--- src/rtl/m16_page_filler.sv ---
// m16_page_filler
// Fills the idle page of the M16 serializer's 512 x 12 ping-pong word RAM.
// The serializer reads page iSwitch; this block writes page ~iSwitch. Each
// iSwitch toggle starts a new fill. With HDR_EN the fill begins with a
// generated header word {HDR_TAG, iGrp}. The remaining words come from a
// valid/ready source.
//
// Ports
//   clk        system clock (shared with the serializer)
//   reset      asynchronous, active-low reset
//   iSwitch    serializer page select (page being read out)
//   iGrp       serializer group counter, stamped into the header word
//   iData      source word
//   iValid     source word valid
//   oReady     block accepts iData this cycle
//   oWrEn      RAM write strobe
//   oWrAddr    RAM write address {page, index}
//   oWrData    RAM write data
//   oBusy      fill in progress
//   oPageDone  one-cycle pulse on the cycle of the final write of a page
//   oUnderCnt  saturating count of fills aborted by an early toggle
//
// Handshake: a word transfers on a rising edge where iValid and oReady are
// both high. oReady depends only on the FSM state, never on iValid. The
// source holds iData stable while iValid is high and oReady is low. The
// accepted word reaches the RAM port one clock after the handshake.
module m16_page_filler #(
  parameter bit         HDR_EN  = 1'b1,
  parameter logic [6:0] HDR_TAG = 7'h5A
) (
  input  logic        clk,
  input  logic        reset,
  input  logic        iSwitch,
  input  logic [4:0]  iGrp,
  input  logic [11:0] iData,
  input  logic        iValid,
  output logic        oReady,
  output logic        oWrEn,
  output logic [8:0]  oWrAddr,
  output logic [11:0] oWrData,
  output logic        oBusy,
  output logic        oPageDone,
  output logic [7:0]  oUnderCnt
);

  // S_PEND: a toggle arrived together with an accepted word. That word
  // owns the RAM port this cycle, so the new header is written one cycle
  // later.
  typedef enum logic [2:0] {
    S_IDLE,
    S_HDR,
    S_PEND,
    S_FILL,
    S_DONE
  } state_t;

  state_t      state_q, state_d;
  logic [7:0]  index_q, index_d;
  logic        page_q, page_d;
  logic [4:0]  grp_q, grp_d;
  logic        sw_prev_q, sw_prev_d;
  logic        start_q, start_d;
  logic        busy_q, busy_d;
  logic        done_q, done_d;
  logic [7:0]  under_q, under_d;
  logic        wr_en_q, wr_en_d;
  logic [8:0]  wr_addr_q, wr_addr_d;
  logic [11:0] wr_data_q, wr_data_d;

  logic toggle;
  logic hs;
  logic last_hs;
  logic in_fill;

  assign in_fill = (state_q == S_FILL);
  assign toggle  = (iSwitch != sw_prev_q) || start_q;
  assign hs      = iValid && in_fill;
  assign last_hs = hs && (index_q == 8'hFF);

  always_comb begin
    state_d   = state_q;
    index_d   = index_q;
    page_d    = page_q;
    grp_d     = grp_q;
    sw_prev_d = iSwitch;
    start_d   = 1'b0;
    busy_d    = busy_q;
    done_d    = 1'b0;
    under_d   = under_q;
    wr_en_d   = 1'b0;
    wr_addr_d = wr_addr_q;
    wr_data_d = wr_data_q;

    // An accepted word is always written next cycle to the page it was
    // accepted for, even when a toggle arrives in the same cycle.
    if (hs) begin
      wr_en_d   = 1'b1;
      wr_addr_d = {page_q, index_q};
      wr_data_d = iData;
      if (!last_hs) begin
        index_d = index_q + 8'd1;
      end
    end
    if (last_hs) begin
      done_d = 1'b1;
    end

    if (toggle) begin
      // Leaving an unfinished page counts as an underrun. A toggle that
      // coincides with the final handshake counts as a completed page.
      if ((state_q == S_HDR || state_q == S_PEND || state_q == S_FILL) && !last_hs) begin
        under_d = (under_q != 8'hFF) ? under_q + 8'd1 : under_q;
      end
      page_d  = ~iSwitch;
      index_d = 8'd0;
      grp_d   = iGrp;
      busy_d  = 1'b1;
      if (HDR_EN) begin
        if (hs) begin
          state_d = S_PEND;
        end else begin
          state_d   = S_HDR;
          wr_en_d   = 1'b1;
          wr_addr_d = {~iSwitch, 8'h00};
          wr_data_d = {HDR_TAG, iGrp};
        end
      end else begin
        state_d = S_FILL;
      end
    end else begin
      case (state_q)
        S_PEND: begin
          state_d   = S_HDR;
          wr_en_d   = 1'b1;
          wr_addr_d = {page_q, 8'h00};
          wr_data_d = {HDR_TAG, grp_q};
        end
        S_HDR: begin
          index_d = 8'd1;
          state_d = S_FILL;
        end
        S_FILL: begin
          if (last_hs) begin
            state_d = S_DONE;
          end
        end
        S_DONE: begin
          busy_d  = 1'b0;
          state_d = S_IDLE;
        end
        default: begin
          state_d = S_IDLE;
        end
      endcase
    end
  end

  always_ff @(posedge clk or negedge reset) begin
    if (!reset) begin
      state_q   <= S_IDLE;
      index_q   <= 8'd0;
      page_q    <= 1'b0;
      grp_q     <= 5'd0;
      sw_prev_q <= 1'b0;
      start_q   <= 1'b1;
      busy_q    <= 1'b0;
      done_q    <= 1'b0;
      under_q   <= 8'd0;
      wr_en_q   <= 1'b0;
      wr_addr_q <= 9'd0;
      wr_data_q <= 12'd0;
    end else begin
      state_q   <= state_d;
      index_q   <= index_d;
      page_q    <= page_d;
      grp_q     <= grp_d;
      sw_prev_q <= sw_prev_d;
      start_q   <= start_d;
      busy_q    <= busy_d;
      done_q    <= done_d;
      under_q   <= under_d;
      wr_en_q   <= wr_en_d;
      wr_addr_q <= wr_addr_d;
      wr_data_q <= wr_data_d;
    end
  end

  assign oReady    = in_fill;
  assign oWrEn     = wr_en_q;
  assign oWrAddr   = wr_addr_q;
  assign oWrData   = wr_data_q;
  assign oBusy     = busy_q;
  assign oPageDone = done_q;
  assign oUnderCnt = under_q;

endmodule

--- config.mk ---
export PLATFORM = sky130hd
export DESIGN_NAME = m16_page_filler
export DESIGN_NICKNAME = d
export VERILOG_FILES = /design/src/rtl/m16_page_filler.sv
export SDC_FILE = /design/constraint.sdc
export NUM_CORES = 1
export LEC_CHECK = 0
export ABC_AREA = 1
export CAP_MARGIN = 5
export CORE_ASPECT_RATIO = 0.6
export CORE_MARGIN = 4
export CORE_UTILIZATION = 50
export DETAILED_ROUTE_END_ITERATION = 12
export PLACE_DENSITY = 0.79
export SYNTH_ARGS = -nofsm -noshare
export SYNTH_HDL_FRONTEND = slang
export SYNTH_SLANG_ARGS = --single-unit
--- constraint.sdc ---
create_clock -name clk -period 2 [get_ports clk]
set_clock_uncertainty 0.1 [all_clocks]
set_input_delay 0.6 -clock clk [delete_from_list [all_inputs] [get_ports clk]]
set_output_delay 0.6 -clock clk [all_outputs]
set_load 0.02 [all_outputs]
## Word level (Yosys, flattened, before mapping)

Cells that the tools add are included.

- $add $sub $neg: 2
- Equality and inequality tests: 9
- Mux-type cells: 23
- Bitwise logic cells: 1
- Reduce and logical (&&, ||, !) cells: 11

Operators with widths:

| cell | number |
|---|---|
| two-way mux 12 bit | 4 |
| two-way mux 9 bit | 4 |
| two-way mux 8 bit | 4 |
| adder 8 x 1 -> 8 bit (second input constant) | 2 |
| one-hot mux 3 bit (3 select lines) | 1 |
| equality test 8 bit (second input constant) | 1 |
| != test 8 bit (second input constant) | 1 |
| two-way mux 1 bit | 7 |
| equality test 3 x 2 -> 1 bit (second input constant) | 2 |
| two-way mux 3 bit | 2 |
| equality test 3 x 1 -> 1 bit (second input constant) | 1 |
| equality test 3 bit (second input constant) | 1 |
| logical AND 1 bit | 3 |
| logical OR 1 bit | 3 |
| != test 3 x 2 -> 1 bit (second input constant) | 1 |
| != test 3 bit (second input constant) | 1 |
| AND reduction 3 bit | 1 |
| nonzero test 3 bit | 1 |
| two-way mux 2 bit | 1 |
| AND reduction 2 bit | 1 |
| nonzero test 2 bit | 1 |
| logical NOT 1 bit | 1 |
| != test 1 bit | 1 |
| inverter 1 bit | 1 |

- Bits in registers: 51
- Input bits: 21
- Output and inout bits: 33
- Logic and storage cells: 58

## Longest topological paths before layout

- Depth after elaboration: 7
- Gate-level depth with buffers: 9

## Least setup slack after synthesis

Ideal clock, no wire load.

- Path type: register to register
- Start: reg under_q[0] (netlist: oUnderCnt[0])
- End: reg under_q[2] (netlist: oUnderCnt[2])
- Setup time: 66 ps
- Arrival time: 1413 ps
- Setup slack: 421 ps
- Cell stages (with the launch flop): 10
- Path buffers: 0
- Cell sequence: dfrtp_1 -> ha_1 -> nand2_1 -> inv_1 -> nand3_1 -> nor2_1 -> nand2_1 -> nand2_4 -> nand2_1 -> nand2_1

- Word-level cells in the longest chain between the ends: 2
- Elaborated cells on any way between the ends: 3

Ends and longest elaborated chain:

| item | RTL line | RTL |
|---|---|---|
| start: declaration | 65 | `logic [7:0] under_q, under_d;` |
| start signal: assignment | 181 | `under_q <= under_d;` |
| parallel branches: the longest is 2 deep, another holds adder 8 x 1 -> 8 bit | n/a |  |

Parallel ways; which one is timed is not known.
A chain may end at the register's enable or synchronous reset.

## Final worst setup path

- Start: reg wr_data_q[6] (netlist: oWrData[6])
- End: out oWrData[6]

RTL lines:

| item | RTL line | RTL |
|---|---|---|
| start: declaration | 68 | `logic [11:0] wr_data_q, wr_data_d;` |
| start signal: assignment | 184 | `wr_data_q <= wr_data_d;` |
| end: declaration | 40 | `output logic [11:0] oWrData,` |

No word-level cell between the ends.

==> flow_metrics.env <==
export IMPL_status="complete, no violations"
export IMPL_htreeDepth=2
export IMPL_gp_congestion=0.899
export IMPL_antenna_found_initial=0
export IMPL_final_common_cell="nand2_1"
export IMPL_antennaDiodeCount=0
export IMPL_swShare_pct=35.1
export IMPL_worstSetupEndpointType="output pin"
export IMPL_yosysTopAreaCellShare_pct=51.1
export IMPL_first_global_vias=2134
export IMPL_startpoint_type="flip-flop"
export IMPL_yosysSeqAreaShare_pct=52.2
export IMPL_multi_input_area_um2=1000
export IMPL_p_total_mw=2.68
export IMPL_nFillCells=380
export IMPL_max_freq_mhz=509
export IMPL_final_util_pct=71.2
export IMPL_grt_max_degree=28
export IMPL_core_area_um2=4660
export IMPL_start_util_pct=52.6
export IMPL_cts_path_max_buffers=2
export IMPL_core_rowCount=19
export IMPL_post_drt_wl_per_cell_um=13.8
export IMPL_drv_cap=0
export IMPL_timing_final_crit_share_pct=98.2
export IMPL_synth_distinct_cells=29
export IMPL_cts_sinks=51
export IMPL_finalSetupViolCount=0
export IMPL_cts_made_buffers=5
export IMPL_root_buffer="clkbuf_8"
export IMPL_num_vias=2259
export IMPL_post_cts_buffers=0
export IMPL_hold_path_class="in -> async"
export IMPL_drt_initial_drc_count=133
export IMPL_synth_top_cell_by_area="dfrtp_1"
export IMPL_stdcell_area_um2=3320
export IMPL_port_buffers=53
export IMPL_powerDensity_nw_per_um2=807
export IMPL_synth_warnings=0
export IMPL_place_area_um2=3200
export IMPL_cp_depth=1
export IMPL_cp_cell_sequence="clkdlybuf4s50_1"
export IMPL_via_per_inst=5.16
export IMPL_synth_area_um2=2450
export IMPL_synthFlopType="dfrtp_1"
export IMPL_required_ns=1.30
export IMPL_clock_power_share_pct=22.8
export IMPL_synth_nets=323
export IMPL_cts_tree="built"
export IMPL_fin_crit_ns=1.96
export IMPL_drtPass1Iterations=4
export IMPL_chipWidth_um=98.3
export IMPL_drive_gt1_share_pct=13.9
export IMPL_clock_latency_ns=0.31
export IMPL_avgSynthCellArea_um2=8.16
export IMPL_worst_ep_arrival_time_ns=1.26
export IMPL_layout_common_cells="94 x nand2_1, 50 x dfrtp_1, 33 x nand3_1, 28 x inv_1, 22 x clkdlybuf4s50_1"
export IMPL_die_h_um=62.2
export IMPL_crit_fanout=2
export IMPL_seqPwrFrac_pct=46.4
export IMPL_dieArea_um2=6120
export IMPL_power_switching_mw=0.940
export IMPL_wl_um=6050
export IMPL_syn_inst=300
export IMPL_critPathMaxStageDelay_ns=0.60
export IMPL_power_leakage_nw=1.85
export IMPL_clkTransAtPathRegs_ns=0.10
export IMPL_ios=54
export IMPL_area_growth_pct=35.5
export IMPL_async_reset_ff_share_pct=100
export IMPL_worstSetupPathType="reg -> out"
export IMPL_grt_pass1_wl_um=10200
export IMPL_ys_seq_elements=51
export IMPL_synth_edf_count=0
export IMPL_grt_total_usage_pct=20.5
export IMPL_hpwl_um=4590
export IMPL_hold_violations=0
export IMPL_p_int_mw=1.74
export IMPL_grt_setup_unrepaired="no"
export IMPL_drcViolationCount=0
export IMPL_p_comb_share_pct=30.7
export IMPL_ant_nets=0
export IMPL_worst_path_buf_inv=1
export IMPL_fin_nets=397
export IMPL_maxSlewViolCount=0
export IMPL_ir_drop_v=0.000464
export IMPL_grt_overflow_total=0
export IMPL_ctsHoldBuffers=0
export IMPL_seq_area_um2=1280
export IMPL_cp_top_family="buffers and inverters"
export IMPL_yosys_top_cells_area="dfrtp_1 51%, nand2_1 14%, nand3_1 6.7%"
export IMPL_crit_slowest_cell="clkdlybuf4s50_1"
export IMPL_r2r_cells=9
Yosys cell counts (2+ instances only):
master	instances
nor2_1	14
dfrtp_1	50
nand4_1	6
ha_1	2
or2_0	4
o21ai_0	15
inv_2	8
o21ai_1	11
buf_2	5
nand2_1	94
nand3_1	33
nand3b_1	3
nand3_2	2
inv_1	28
a21oi_1	4
nor2_4	3
xor2_1	4
nor2_2	3
worst paths after layout:
path                            start           end  slack, ns
max                        oWrData[6]    oWrData[6]       0.04
max in group asynchronous       reset  oUnderCnt[4]       1.19
max reg2reg                index_q[1]    index_q[3]       0.21
min                             reset    oWrData[4]       0.12
min reg2reg                  grp_q[3]      grp_q[3]       0.38
min in group clk             grp_q[3]      grp_q[3]       0.38
power by group through the flow:
stage / logic, mW / clock network [mW] / registers, mW
final: 0.823 / 0.611 / 1.24
after global routing: 0.905 / 0.668 / 1.27
after CTS: 0.838 / 0.616 / 1.24
after detailed placement: 0.870 / 0 / 1.26
after global placement: 0.855 / 0 / 1.26
after floorplan: 0.343 / 0 / 1.37
per-layer routing:
layer  vias up  global-route usage [%]  routed length (µm)
met1      1052                    30.3                2820
met4         0                    5.11                  68
li1       1106                       -                   -
met2        92                    30.3                2590
met5         -                       0                   0
met3         9                    5.15                 572
flip-flops by register name, summed over array words and instances (netlist names):
register and flops:
oPageDone 1, oWrEn 1, state_q 3, oBusy 1, index_q 8, grp_q 5, oUnderCnt 8, sw_prev_q 1
page_q 1, oWrData 12, oWrAddr 9, start_q 1
cell families (layout without fill, tap and decap cells):
family	Yosys count	after routing	share of synthesized area, %
flip-flops	51	51	52.2
buffers and inverters	43	118	6.85
AND/OR/NAND/NOR	167	167	31.6
adder cells (fa/ha/maj)	2	2	1.02
other	1	1	0.153
AO/OA/AOI/OAI	32	32	6.80
XOR/XNOR	4	4	1.43
worst reg2reg max path, cell delays in order, from the launching register on:
cell	delay (ns)
dfrtp_1	0.42
ha_1	0.19
nand2_1	0.09
nor2_1	0.25
nand2_1	0.17
nand2_2	0.13
nand2_1	0.10
inv_2	0.13
nand2_1	0.07
o21ai_1	0.07
through the flow:
| step | worst slack (ns) | hold slack [ns] | std cells | TNS, ns |
|---|---|---|---|---|
| final | 0.0363 | 0.121 | 438 | 0 |
| after global routing | 0.00363 | 0.138 | 438 | 0 |
| after CTS | 0.00355 | 0.137 | 438 | 0 |
| after detailed placement | -0.207 | 0.365 | 430 | -5.93 |
| after global placement | -0.130 | 0.356 | 430 | -3.58 |
| after floorplan | 0.421 | 0.204 | 300 | 0 |
cell type report:
class	instances	area share [%]
flip-flops and latches	51	38.5
clock buffers	5	2.07
clock inverters	3	0.716
repair buffers	73	21.9
inverters	37	4.19
multi-input cells	206	30.2
well taps	63	2.38
timing repair:
| action | CTS | global route |
|---|---|---|
| pin swaps | 0 | 1 |
| gates resized for setup | 13 | 19 |
| endpoints found under the setup margin | 12 | 21 |
(Power assumes the default switching activity.)
